**config.mk**
```make
export PLATFORM = sky130hd
export DESIGN_NAME = cute_lock_key_sequencer
export DESIGN_NICKNAME = d
export VERILOG_FILES = /design/src/rtl/cute_lock_pkg.sv /design/src/rtl/cute_lock_key_bank.sv /design/src/rtl/cute_lock_key_sequencer.sv
export SDC_FILE = /design/constraint.sdc
export NUM_CORES = 1
export LEC_CHECK = 0
export CORE_UTILIZATION = 30
export DETAILED_ROUTE_END_ITERATION = 12
export GPL_TIMING_DRIVEN = 1
export PLACE_DENSITY = 0.46
export SLEW_MARGIN = 20
export SYNTH_ARGS = -nofsm -noshare
export SYNTH_HDL_FRONTEND = slang
export SYNTH_SLANG_ARGS = --single-unit
```
**constraint.sdc**
```tcl
create_clock -name clk -period 3.5 [get_ports clk]
set_input_delay 0.875 -clock clk [delete_from_list [all_inputs] [get_ports clk]]
set_output_delay 0.875 -clock clk [all_outputs]
set_load 0.02 [all_outputs]
```
**src/rtl/cute_lock_pkg.sv**
```systemverilog
// Shared constants for the Cute-Lock key sequencer and the locked FSM's counter.
// The locked FSM's window counter uses the same PERIOD / WIN_LEN values.
package cute_lock_pkg;

    localparam int KEY_W_DEF    = 16;
    localparam int NUM_KEYS_DEF = 5;
    localparam int WIN_LEN_DEF  = 10;
    localparam int PERIOD_DEF   = NUM_KEYS_DEF * WIN_LEN_DEF;
    localparam int WIN_IDX_W    = 3;

    typedef logic [0:0] seq_state_t;

    localparam seq_state_t ST_LOAD = 1'b0;
    localparam seq_state_t ST_RUN  = 1'b1;

    // Counter width that stays legal for a degenerate count of 1.
    function automatic int cnt_width(input int n);
        return (n > 1) ? $clog2(n) : 1;
    endfunction

endpackage

```
**src/rtl/cute_lock_key_bank.sv**
```systemverilog
// Secret key storage: NUM_KEYS x KEY_W slots, one write port, synchronous
// clear, and a combinational read selected by window index.
module cute_lock_key_bank
    import cute_lock_pkg::*;
#(
    parameter int KEY_W    = KEY_W_DEF,
    parameter int NUM_KEYS = NUM_KEYS_DEF,
    parameter int IDX_W    = WIN_IDX_W
) (
    input  logic             clk,
    input  logic             rst,
    input  logic             we,
    input  logic [IDX_W-1:0] wptr,
    input  logic [KEY_W-1:0] wdata,
    input  logic             clr,
    input  logic [IDX_W-1:0] rd_idx,
    output logic [KEY_W-1:0] rd_data
);

    localparam logic [IDX_W-1:0] IDX_LAST = IDX_W'(NUM_KEYS - 1);

    logic [KEY_W-1:0] slots [NUM_KEYS];

    // NOTE: the slots are reset (flop array, not RAM) so a reset or clear
    // never leaves a stale secret readable after the lock restarts.
    always_ff @(negedge clk or posedge rst) begin
        if (rst) begin
            for (int i = 0; i < NUM_KEYS; i++) slots[i] <= '0;
        end else if (clr) begin
            for (int i = 0; i < NUM_KEYS; i++) slots[i] <= '0;
        end else if (we && (wptr <= IDX_LAST)) begin
            slots[wptr] <= wdata;
        end
    end

    always_comb begin
        rd_data = '0;
        if (rd_idx <= IDX_LAST) rd_data = slots[rd_idx];
    end

endmodule

```
**src/rtl/cute_lock_key_sequencer.sv**
```systemverilog
// Trusted key source for a time-varying locked FSM: loads NUM_KEYS keys, then
// drives the key the lock expects in each WIN_LEN-cycle window, falling-edge timed.
module cute_lock_key_sequencer
    import cute_lock_pkg::*;
#(
    parameter int KEY_W    = KEY_W_DEF,
    parameter int NUM_KEYS = NUM_KEYS_DEF,
    parameter int WIN_LEN  = WIN_LEN_DEF
) (
    input  logic                 clk,
    input  logic                 rst,
    input  logic                 ld_valid,
    output logic                 ld_ready,
    input  logic [KEY_W-1:0]     ld_data,
    input  logic                 ld_clear,
    output logic [KEY_W-1:0]     key_out,
    output logic                 keys_loaded,
    output logic [WIN_IDX_W-1:0] win_idx,
    output logic                 period_sync
);

    localparam int                   POS_W    = cnt_width(WIN_LEN);
    localparam logic [POS_W-1:0]     POS_LAST = POS_W'(WIN_LEN - 1);
    localparam logic [WIN_IDX_W-1:0] WIN_LAST = WIN_IDX_W'(NUM_KEYS - 1);

    // pos/win hold the counter value the lock samples at the next falling edge.
    logic [POS_W-1:0]     pos;
    logic [WIN_IDX_W-1:0] win;
    logic [POS_W-1:0]     pos_nxt;
    logic [WIN_IDX_W-1:0] win_nxt;
    seq_state_t           state;
    logic [WIN_IDX_W-1:0] ld_ptr;
    logic [KEY_W-1:0]     bank_rd;
    logic [KEY_W-1:0]     key_rev;
    logic                 bank_we;

    // NOTE: every signal written here gets a default first, so no path can
    // leave it unassigned and infer a latch.
    always_comb begin
        pos_nxt = pos + POS_W'(1);
        win_nxt = win;
        if (pos == POS_LAST) begin
            pos_nxt = '0;
            win_nxt = (win == WIN_LAST) ? '0 : win + WIN_IDX_W'(1);
        end
    end

    // keyinput0 takes the key word's MSB.
    always_comb begin
        key_rev = '0;
        for (int i = 0; i < KEY_W; i++) key_rev[i] = bank_rd[KEY_W-1-i];
    end

    assign bank_we = ld_valid && (state == ST_LOAD) && !ld_clear;

    cute_lock_key_bank #(
        .KEY_W    (KEY_W),
        .NUM_KEYS (NUM_KEYS),
        .IDX_W    (WIN_IDX_W)
    ) u_bank (
        .clk     (clk),
        .rst     (rst),
        .we      (bank_we),
        .wptr    (ld_ptr),
        .wdata   (ld_data),
        .clr     (ld_clear),
        .rd_idx  (win_nxt),
        .rd_data (bank_rd)
    );

    // NOTE: sequential state uses non-blocking assignments so every register
    // samples pre-edge values, matching the lock's view at the same edge.
    always_ff @(negedge clk or posedge rst) begin
        if (rst) begin
            pos     <= '0;
            win     <= '0;
            state   <= ST_LOAD;
            ld_ptr  <= '0;
            key_out <= '0;
        end else begin
            pos <= pos_nxt;
            win <= win_nxt;
            if (ld_clear) begin
                state   <= ST_LOAD;
                ld_ptr  <= '0;
                key_out <= '0;
            end else if (state == ST_LOAD) begin
                key_out <= '0;
                if (ld_valid) begin
                    if (ld_ptr == WIN_LAST) begin
                        ld_ptr <= '0;
                        state  <= ST_RUN;
                    end else begin
                        ld_ptr <= ld_ptr + WIN_IDX_W'(1);
                    end
                end
            end else begin
                key_out <= key_rev;
            end
        end
    end

    assign ld_ready    = (state == ST_LOAD);
    assign keys_loaded = (state == ST_RUN);
    assign win_idx     = win;
    assign period_sync = (pos == '0) && (win == '0);

endmodule

```
==> metrics list <==
- Of the total power, the share spent switching nets is 0.230.
* Power density over cell area: 405 mW/mm2
- The synthesized netlist contains 36 unique library cells.
- Layout cells sized above 1: 0.180
- After the first detailed-routing iteration, the DRC count stood at 297.
- Drt pass-1 iters: 4
* Worst Hold Launch: u_bank.slots[7]$_DFFE_NP0P_
- Arrival time of data at the critical path endpoint: 3390 ps
* Final estimated routing congestion in global placement: 0.772
- TritonCTS built the clock tree.
* Part of the power in the clock network: 0.422
* Sw Pwr: 0.000595 W
* Asr flop ratio synth: 1.00
- Entering global routing, the biggest net connects 55 pins.
* Number of port buffers: 41
- Height of the chip: 129 um
- Failing checks: negative setup slack
- Synth top area share: 0.550
- After the flow finishes, the layout carries non-filler instances totaling 812.
- Type of element launching the critical path: flop
- Cells after synthesis: 526
- Cell-internal power: 0.00199 W
* Vias in the first global route: 3815
- Summed over all cells, the static leakage comes to 2.87 nW.
- Number of hold buffers added after cts: 0
- The number of placed instances, taps included, is 789.
* Outcome: finished, violations left
- The most used flip-flop cell after synthesis is dfrtn_1.
- Worst Setup Path Type: flop to output pin
- Share of total power in combinational logic: 0.079
- Final Cell Area: 0.00637 mm2
* Number of enable flip-flop cells after synthesis: 0
- STA classifies the critical path endpoint as an output pin.
- Measured along the x axis, the die boundary spans 129 um.
* Number of cells on the worst hold path: 1
* Maximum vdd ir drop: 0.212 mV
- Setup violations remaining at the end of the flow were counted as 10.
- Of all nets on the critical path, the largest fanout is 2.
* Syn Nets: 550
* Final antenna diode count: 0
* Max H-tree Level: 3
- The floorplan step defined a die boundary enclosing 0.0167 mm2.
- In this run the count of I/O pins placed on the die edge is 42.
- At the worst endpoint, the required time is 2620 ps.
* Fin util: 0.401
* CTS Root Cell: clkbuf_16
* Largest area contributor in the netlist: dfrtn_1
- Initial core utilization: 0.306
- Fin Setup TNS: -1500 ps
- Clock Latency Late Sink: 350 ps
- Number of pins exceeding their max-slew limit in the final report: 0
- Total overflow reported by the global router: 0
* Final routed DRC violation total: 0
* Max-capacitance violation count: 0
* Net count of the finished layout: 615
* Clock transition at path regs: 50 ps
- Average wire per standard cell: 15.7 um
- Hold Vio Cnt, Final: 0
* Final Skew: 4.15 ps
- Max Root-Sink Buffers: 2
- DP HPWL: 7.91 mm
* Cell area after placement: 0.00595 mm2
- Final WL: 12.8 mm
* Worst max-slew margin expressed relative to the limit: 0.526
- Register-to-Register Path Depth: 7
- After floorplanning, the core was sized to cover 0.0159 mm2.
* Placement Rows: 46
- Number of antenna violations at the first check in global routing: 0
- Top post-synthesis cells by area: dfrtn_1, nand2_1, a21oi_1
- After synthesis, the mean cell area works out to 9.25 um2.
* Total global routing track utilization: 0.165
- Across all layers, the routed design uses 3901 vias.
* Routed vias/inst: 4.80
- R2r startpoint: pos[2]$_DFF_NP0_
- Clock tree synthesis inserted a total of 9 buffers.
* RSZ-0062 raised after global routing: yes
* Reg area: 0.00268 mm2
* Wire length of the first global-routing pass: 20.7 mm
* Final worst slack: -764 ps
* Syn-to-layout area delta: 31.0%
* Seq cells post-synth: 107
- The multi-input combinational cells in the finished layout cover a total of 0.00210 mm2.
* R2R Path End: key_out[15]$_DFF_NP0_
- Number of fill cells in the layout: 1593
- ANT nets after route: 0
- Most numerous cell types in the synthesized netlist: nand2_1, dfrtn_1, a21oi_1, nor2_1, mux2i_1
- Most used standard cell by instance count after synthesis: nand2_1
* Transition time of the tightest slew-check pin: 710 ps
* Total standard cell area after synthesis: 0.00487 mm2
* Worst-case register-to-register setup slack: 1070 ps
- Sequential power share: 0.499
* Worst Hold Endpoint: key_out[8]$_DFF_NP0_
* # clock sinks: 107
- Hold WC Path Type: flop to flop
* YS warnings: 0
* Post-place setup slack: -932 ps
- The share of the Yosys chip area taken by registers is 0.550.
how the worst max path moves through the flow:
stage	startpoint	to	slack, ps	cells after the start
detailed placement	win_idx[1]$_DFF_NP0_	period_sync	-930	5
finish	win_idx[1]$_DFF_NP0_	period_sync	-760	5
global placement	win_idx[1]$_DFF_NP0_	period_sync	-920	5
CTS	win_idx[1]$_DFF_NP0_	period_sync	-770	5
floorplan	win_idx[0]$_DFF_NP0_	period_sync	-600	4
global route	win_idx[1]$_DFF_NP0_	period_sync	-820	5
power by group through the flow:
stage	combinational [W]	sequential, W	clock (W)
global placement	0.000205	0.00131	0
CTS	0.000209	0.00129	0.00113
global route	0.000228	0.00129	0.00118
detailed placement	0.000209	0.00131	0
finish	0.000205	0.00129	0.00109
floorplan	0.000119	0.00130	0
worst max-delay path: stages (launching register included):
cell	delay (ps)
dfrtn_1	350
inv_2	80
ha_4	130
or4b_4	460
nor3_4	130
buf_6	130
metrics by stage:
stage / power (W) / hold WS, ps
CTS: 0.00263 / 440
floorplan: 0.00142 / 361
global route: 0.00270 / 459
detailed placement: 0.00152 / 434
finish: 0.00258 / 440
global placement: 0.00151 / 440
what timing repair did:
| item | CTS | global route |
|---|---|---|
| pin swaps | 3 | 2 |
| setup endpoints to repair | 104 | 23 |
| resized for setup | 137 | 6 |
| buffers inserted | 5 | 3 |
final cells by class:
class,count,area share
timing repair buffer,84,0.152
sequential,107,0.420
tap,216,0.0424
multi-input combinational,380,0.329
clock inverter,3,0.00687
inverter,9,0.00589
clock buffer,13,0.0440
flip-flops by register name (all words and copies together) (netlist names):
register / cells
win_idx: 3
u_bank.slots: 80
keys_loaded: 1
key_out: 16
ld_ptr: 3
pos: 4
cells by family after synthesis:
| family | synth area share |
|---|---|
| compound gates | 0.132 |
| xor+xnor | 0.00180 |
| fa+ha+maj | 0.0103 |
| buf+inv | 0.0370 |
| flops | 0.550 |
| mux | 0.0748 |
| simple gates | 0.194 |
cell usage in the layout, fill, tap and decap left out, types with 2 or more instances in the layout:
master	instances
nand2_1	167
dfrtn_1	107
a21oi_1	86
nor2_1	36
mux2i_1	33
buf_6	26
buf_4	24
clkdlybuf4s50_1	17
a211o_1	16
buf_12	16
clkbuf_16	9
inv_2	4
inv_1	4
o21ai_0	4
clkbuf_8	4
nor3_1	3
ha_1	3
nand3_1	2
nand2_2	2
a22o_1	2
nor2_4	2
routing by layer:
layer / GRT usage / routed length, um
met1: 0.220 / 5880
met2: 0.270 / 6210
met3: 0.0227 / 466
met4: 0.0644 / 201
met5: 0 / 0
(Power assumes the default switching activity.)
